`config.mk`:
```
export PLATFORM = sky130hd
export DESIGN_NAME = multicycle_control
export DESIGN_NICKNAME = d
export VERILOG_FILES = /design/src/rtl/cpu_pkg.sv /design/src/rtl/multicycle_output_decode.sv /design/src/rtl/multicycle_control.sv
export SDC_FILE = /design/constraint.sdc
export NUM_CORES = 1
export LEC_CHECK = 0
export BUFFER_PORTS_ARGS = -buffer_cell sky130_fd_sc_hd__buf_2
export CAP_MARGIN = 20
export CORE_MARGIN = 1
export CORE_UTILIZATION = 45
export CTS_CLUSTER_DIAMETER = 120
export DETAILED_ROUTE_END_ITERATION = 10
export PLACE_DENSITY = 0.76
export SYNTH_ARGS = -nofsm -noshare
export SYNTH_HDL_FRONTEND = slang
export SYNTH_HIERARCHICAL = 1
export SYNTH_SLANG_ARGS = --single-unit
```
`constraint.sdc`:
```
create_clock -name clk -period 2.8 [get_ports clk]
set_input_delay 0.56 -clock clk [delete_from_list [all_inputs] [get_ports clk]]
set_output_delay 0.56 -clock clk [all_outputs]
set_load 0.02 [all_outputs]
```
`src/rtl/cpu_pkg.sv`:
```
// Shared types and constants for the multi-cycle RV64 main control FSM.
package cpu_pkg;

  localparam int unsigned OP_W = 7;

  typedef enum logic [2:0] {
    FETCH  = 3'd0,
    DECODE = 3'd1,
    EXEC   = 3'd2,
    MEM    = 3'd3,
    WB     = 3'd4,
    TRAP   = 3'd5
  } state_t;

  localparam logic [OP_W-1:0] OP_R      = 7'b0110011;
  localparam logic [OP_W-1:0] OP_IMM    = 7'b0010011;
  localparam logic [OP_W-1:0] OP_LOAD   = 7'b0000011;
  localparam logic [OP_W-1:0] OP_STORE  = 7'b0100011;
  localparam logic [OP_W-1:0] OP_BRANCH = 7'b1100011;

  localparam logic [1:0] ALU_ADD   = 2'b00;
  localparam logic [1:0] ALU_SUB   = 2'b01;
  localparam logic [1:0] ALU_FUNCT = 2'b10;

  localparam logic [1:0] IMM_I  = 2'b00;
  localparam logic [1:0] IMM_S  = 2'b01;
  localparam logic [1:0] IMM_SB = 2'b11;

  localparam logic [1:0] SRCB_RS2  = 2'b00;
  localparam logic [1:0] SRCB_FOUR = 2'b01;
  localparam logic [1:0] SRCB_IMM  = 2'b10;

  // Full datapath control word driven by the FSM.
  typedef struct packed {
    logic       pc_write;
    logic       pc_write_cond;
    logic       pc_src;
    logic       ir_write;
    logic       mem_read;
    logic       mem_write;
    logic       i_or_d;
    logic       reg_write;
    logic       mem_to_reg;
    logic       alu_src_a;
    logic [1:0] alu_src_b;
    logic [1:0] alu_op;
    logic [1:0] imm_sel;
    logic       illegal_instr;
  } ctrl_t;

  localparam int unsigned CTRL_W = $bits(ctrl_t);

  function automatic logic is_valid_op(input logic [OP_W-1:0] op);
    return op inside {OP_R, OP_IMM, OP_LOAD, OP_STORE, OP_BRANCH};
  endfunction

endpackage

```
`src/rtl/multicycle_output_decode.sv`:
```
// Combinational map from FSM state and IR opcode to the datapath control word.
module multicycle_output_decode
  import cpu_pkg::*;
(
  input  logic [2:0]        state,
  input  logic [OP_W-1:0]   opcode,
  input  logic              zero,
  input  logic              mem_ready,
  input  logic              hold_active,
  output logic [CTRL_W-1:0] ctrl
);

  ctrl_t c;

  // The PC-load gate on zero lives in the datapath; the FSM stays Moore on it.
  logic unused_zero;
  assign unused_zero = zero;

  always_comb begin
    c         = '0;
    c.imm_sel = opcode[6:5];
    case (state_t'(state))
      FETCH: begin
        if (hold_active) begin
          c = '0;
        end else begin
          c.mem_read  = 1'b1;
          c.alu_src_b = SRCB_FOUR;
          c.alu_op    = ALU_ADD;
          c.ir_write  = mem_ready;
          c.pc_write  = mem_ready;
        end
      end
      DECODE: begin
        c.alu_src_b = SRCB_IMM;
        c.imm_sel   = IMM_SB;
        c.alu_op    = ALU_ADD;
      end
      EXEC: begin
        c.alu_src_a = 1'b1;
        case (opcode)
          OP_R: begin
            c.alu_src_b = SRCB_RS2;
            c.alu_op    = ALU_FUNCT;
          end
          OP_IMM: begin
            c.alu_src_b = SRCB_IMM;
            c.imm_sel   = IMM_I;
            c.alu_op    = ALU_FUNCT;
          end
          OP_LOAD: begin
            c.alu_src_b = SRCB_IMM;
            c.imm_sel   = IMM_I;
            c.alu_op    = ALU_ADD;
          end
          OP_STORE: begin
            c.alu_src_b = SRCB_IMM;
            c.imm_sel   = IMM_S;
            c.alu_op    = ALU_ADD;
          end
          OP_BRANCH: begin
            c.alu_src_b     = SRCB_RS2;
            c.alu_op        = ALU_SUB;
            c.pc_write_cond = 1'b1;
            c.pc_src        = 1'b1;
          end
          default: ;
        endcase
      end
      MEM: begin
        c.i_or_d = 1'b1;
        if (opcode == OP_LOAD) begin
          c.mem_read = 1'b1;
        end else if (opcode == OP_STORE) begin
          c.mem_write = 1'b1;
        end
      end
      WB: begin
        c.reg_write  = 1'b1;
        c.mem_to_reg = (opcode == OP_LOAD);
      end
      TRAP: begin
        c               = '0;
        c.illegal_instr = 1'b1;
      end
      default: c = '0;
    endcase
  end

  assign ctrl = c;

endmodule

```
`src/rtl/multicycle_control.sv`:
```
// Main control FSM for the multi-cycle RV64 datapath.
// Optional performance counters enabled by MULTICYCLE_PERF_COUNTERS_EN.
module multicycle_control
  import cpu_pkg::*;
#(
  parameter int unsigned CNT_W         = 32,
  parameter int unsigned RESET_PC_HOLD = 1
) (
  input  logic             clk,
  input  logic             rst_n,
  input  logic [6:0]       opcode,
  input  logic             mem_ready,
  input  logic             zero,
  output logic             pc_write,
  output logic             pc_write_cond,
  output logic             pc_src,
  output logic             ir_write,
  output logic             mem_read,
  output logic             mem_write,
  output logic             i_or_d,
  output logic             reg_write,
  output logic             mem_to_reg,
  output logic             alu_src_a,
  output logic [1:0]       alu_src_b,
  output logic [1:0]       alu_op,
  output logic [1:0]       imm_sel,
  output logic             illegal_instr
`ifdef MULTICYCLE_PERF_COUNTERS_EN
  ,
  output logic [CNT_W-1:0] cycle_cnt,
  output logic [CNT_W-1:0] instret_cnt
`endif
);

  localparam int unsigned HOLD_W = 2;

  state_t              state_q, state_d;
  logic [HOLD_W-1:0]   hold_q, hold_d;
  logic [CTRL_W-1:0]   ctrl_raw;
  ctrl_t               ctrl;

  always_ff @(posedge clk or negedge rst_n) begin
    if (!rst_n) begin
      state_q <= FETCH;
      hold_q  <= HOLD_W'(RESET_PC_HOLD);
    end else begin
      state_q <= state_d;
      hold_q  <= hold_d;
    end
  end

  always_comb begin
    state_d = state_q;
    hold_d  = hold_q;
    case (state_q)
      FETCH: begin
        if (hold_q != '0) begin
          hold_d = hold_q - HOLD_W'(1);
        end else if (mem_ready) begin
          state_d = DECODE;
        end
      end
      DECODE: state_d = is_valid_op(opcode) ? EXEC : TRAP;
      EXEC: begin
        case (opcode)
          OP_R, OP_IMM:      state_d = WB;
          OP_LOAD, OP_STORE: state_d = MEM;
          default:           state_d = FETCH;
        endcase
      end
      MEM: begin
        if (mem_ready) begin
          state_d = (opcode == OP_LOAD) ? WB : FETCH;
        end
      end
      WB:      state_d = FETCH;
      TRAP:    state_d = TRAP;
      default: state_d = FETCH;
    endcase
  end

  multicycle_output_decode u_decode (
    .state       (state_q),
    .opcode      (opcode),
    .zero        (zero),
    .mem_ready   (mem_ready),
    .hold_active (hold_q != '0),
    .ctrl        (ctrl_raw)
  );

  // Asserting reset kills every request in the same cycle, before any edge.
  always_comb begin
    ctrl = '0;
    if (rst_n) begin
      ctrl = ctrl_t'(ctrl_raw);
    end
  end

  assign pc_write      = ctrl.pc_write;
  assign pc_write_cond = ctrl.pc_write_cond;
  assign pc_src        = ctrl.pc_src;
  assign ir_write      = ctrl.ir_write;
  assign mem_read      = ctrl.mem_read;
  assign mem_write     = ctrl.mem_write;
  assign i_or_d        = ctrl.i_or_d;
  assign reg_write     = ctrl.reg_write;
  assign mem_to_reg    = ctrl.mem_to_reg;
  assign alu_src_a     = ctrl.alu_src_a;
  assign alu_src_b     = ctrl.alu_src_b;
  assign alu_op        = ctrl.alu_op;
  assign imm_sel       = ctrl.imm_sel;
  assign illegal_instr = ctrl.illegal_instr;

`ifdef MULTICYCLE_PERF_COUNTERS_EN
  logic [CNT_W-1:0] cycle_q, cycle_d;
  logic [CNT_W-1:0] instret_q, instret_d;
  logic             retire;

  // An instruction retires on the cycle its final state is left.
  always_comb begin
    retire    = (state_q == WB) ||
                ((state_q == MEM) && (opcode == OP_STORE) && mem_ready) ||
                ((state_q == EXEC) && (opcode == OP_BRANCH));
    cycle_d   = cycle_q;
    instret_d = instret_q;
    if (state_q != TRAP) begin
      cycle_d = cycle_q + CNT_W'(1);
    end
    if (retire) begin
      instret_d = instret_q + CNT_W'(1);
    end
  end

  always_ff @(posedge clk or negedge rst_n) begin
    if (!rst_n) begin
      cycle_q   <= '0;
      instret_q <= '0;
    end else begin
      cycle_q   <= cycle_d;
      instret_q <= instret_d;
    end
  end

  assign cycle_cnt   = cycle_q;
  assign instret_cnt = instret_q;
`else
  localparam int unsigned unused_cnt_w = CNT_W;
`endif

endmodule
```
==> results.txt <==
status -> finished, final reports clean
EDFF count, synth -> 0
clk root buf -> clkbuf_4
CTS tree -> built
worst hold slack -> 0.2009 ns
worst reg2reg setup slack -> 1.42 ns
crit path to -> mem_read
R2R Path End -> hold_q[1]$_DFFE_PN0P_
PwrDens -> 538.0 nW/µm²
critical path type -> reg -> out
first-pass GRT wire length -> 2.125 mm
wire per inst -> 10.78 µm
Lkg Pwr -> 0.0004003 µW
fin crit share -> 85.36%
Starting DRT DRC Count -> 9
post-cts hold buffer count -> 0
Skew-Pair Late Insertion Delay -> 0.24 ns
Post-Synth Adder-Cell Area -> 1.855%
Via density -> 5.271
crit path launch type -> flip-flop
Resized cells post-CTS -> 0
largest net degree at the start of global routing -> 23
drt first pass iters -> 4
P&R area growth vs syn -> 22.08%
Arr. time, crit path -> 1.83 ns
Clock transition at path regs -> 0.04 ns
register area share after synthesis -> 18.74%
vias in the first global route -> 515
Initial Util -> 49.95%
M2 GR Usage -> 31.75%
Die Wd -> 40.71 µm
cell taking the most area after synthesis -> and2_1
asr flop ratio synth -> 100.0%
setup bufs post-CTS -> 0
synthesized cell area -> 674.4 µm²
number of port buffers -> 26
# nets final -> 127
Sinks on Clock Net -> 5
worst reg2reg startpoint -> hold_q[0]$_DFFE_PN1P_
reg2reg path depth -> 4
largest family of logic cells by synthesized area -> simple AND/OR/NAND/NOR gates
Post-Synthesis Cells -> 88
min cycle time layout -> 2.390 ns
compound-cell area share of the yosys netlist -> 13.73%
Synth Register Bits -> 5
global placer's final weighted congestion -> 0.8915
clk buf depth -> 2
I/O pin cnt -> 28
highest clock rate -> 0.4184 GHz
clk_skew -> 0.004527 ns
met1 Use GR -> 24.67%
top_reg_cell synth -> dfrtp_1
TNS Setup -> 0 ns
full die area -> 1657 µm²
share of the synthesized area in the top cell type -> 16.70%
Final Max Slew Viols -> 0
RSZ-0062 raised after global routing -> no
DRC viols -> 0
VDD IR max -> 0.4747 mV
worst hold path type -> in -> async
all-layer global routing usage -> 18.86%
Final HPWL DP -> 1.066 mm
Setup crit end kind -> output pin
GR Util met3 -> 4.891%
total core area -> 1350 µm²
Mapped Nets -> 100
CTS Buf Count -> 3
global route hottest layer -> met2
CP required -> 2.24 ns
antenna violations before repair -> 0
relative slew slack -> 69.18%
mux cell area share after synthesis -> 1.484%
XOR/XNOR share of the synthesized area -> 1.299%
Via Count -> 680
Worst-Margin Slew -> 0.4624 ns
share of layout cells above drive strength 1 -> 33.33%
# diodes -> 0
gr ovfl total -> 0
yosys warns -> 6
peak fanout along the critical path -> 14
# rows -> 13
crit path from -> state_q[0]$_DFFE_PN0P_
final wirelength -> 1.390 mm
Simple-Gate Fraction of Synth Area -> 53.43%
H-tree depth -> 1
max-cap viol count -> 0
# setup viols final -> 0
Syn Area/Cell -> 7.664 µm²
Yosys cell types -> 30
antenna viol nets, final -> 0
Die Y -> 40.71 µm
final hold viol count -> 0
top cells by area, synth -> and2_1, dfrtp_1, inv_1, nand2b_1, nand4bb_4
cell type report:
| type | count | area, µm² |
|---|---|---|
| Inverter | 10 | 37.54 |
| Fill cell | 127 | 526.8 |
| Clock buffer | 4 | 26.28 |
| Timing Repair Buffer | 26 | 130.1 |
| Multi-Input combinational cell | 69 | 484.2 |
| Tap cell | 15 | 18.77 |
| Sequential cell | 5 | 126.4 |
layout by cell type, fill, tap and decap left out, types with 2 or more instances in the layout:
master / n
nand3_1: 5
buf_2: 26
nor2_1: 5
and2_1: 18
nor3b_2: 2
nor3_1: 4
inv_1: 10
nand2_1: 3
o21ai_1: 4
a31oi_1: 2
nand2b_1: 5
dfrtp_1: 4
clkbuf_4: 3
nor4_2: 2
a21oi_1: 2
o21ai_0: 2
nor2b_1: 3
worst max-delay path: stages, from the launching register on:
cell	delay, ns
dfrtp_1	0.62
nor2b_1	0.32
nand2_1	0.12
o31ai_2	0.22
and2_1	0.14
buf_2	0.15
metrics by stage:
stage	worst slack, ns	util [%]	total power, µW	cell area [µm²]	std cells
after floorplan	0.6891	-	295.5	674.4	88
after global placement	0.5095	59.04	355.3	797.0	125
after detailed placement	0.4925	59.04	361.6	797.0	125
after CTS	0.4057	60.98	447.8	823.3	129
after global routing	0.2632	60.98	490.2	823.3	129
final	0.4100	60.98	442.9	823.3	129
cell usage after synthesis, drive strengths merged (2+ instances only):
cell type / number
nor4: 3
nor2b: 3
nor2: 5
nand2: 3
inv: 10
o21ai: 6
and2: 18
a31oi: 2
nor3: 4
nor3b: 2
buf: 3
nand3: 5
nand2b: 5
a21oi: 2
dfrtp: 4
how the worst min path moves through the flow:
stage | cells past startpoint | startpoint | to | slack, ns
floorplan | 0 | rst_n | hold_q[1]$_DFFE_PN0P_ | 0.26
global placement | 1 | rst_n | hold_q[1]$_DFFE_PN0P_ | 0.46
detailed placement | 1 | rst_n | hold_q[1]$_DFFE_PN0P_ | 0.46
CTS | 1 | rst_n | state_q[0]$_DFFE_PN0P_ | 0.20
global route | 1 | rst_n | state_q[0]$_DFFE_PN0P_ | 0.21
finish | 1 | rst_n | state_q[0]$_DFFE_PN0P_ | 0.20
logic make-up (layout without fill, tap and decap cells):
family,count (synthesis),after routing
flip-flops,5,5
multiplexers,1,1
XOR/XNOR,1,1
AO/OA/AOI/OAI,14,14
AND/OR/NAND/NOR,52,52
buffers and inverters,14,40
adder cells (fa/ha/maj),1,1
metal layers:
metal,up-vias,part of all wire [%]
li1,355,-
met1,311,51
met2,14,46
met3,0,3.5
met4,0,0
met5,-,0
power by group:
group          internal (µW)  switching, µW
combinational           97.2            125
clock                   53.8           28.7
sequential              86.2           51.6
total                    237            206
state kept, by name, summed over array words and instances (netlist names):
register,cells
state_q,3
hold_q,2
Power figures use the tool's default switching activity.
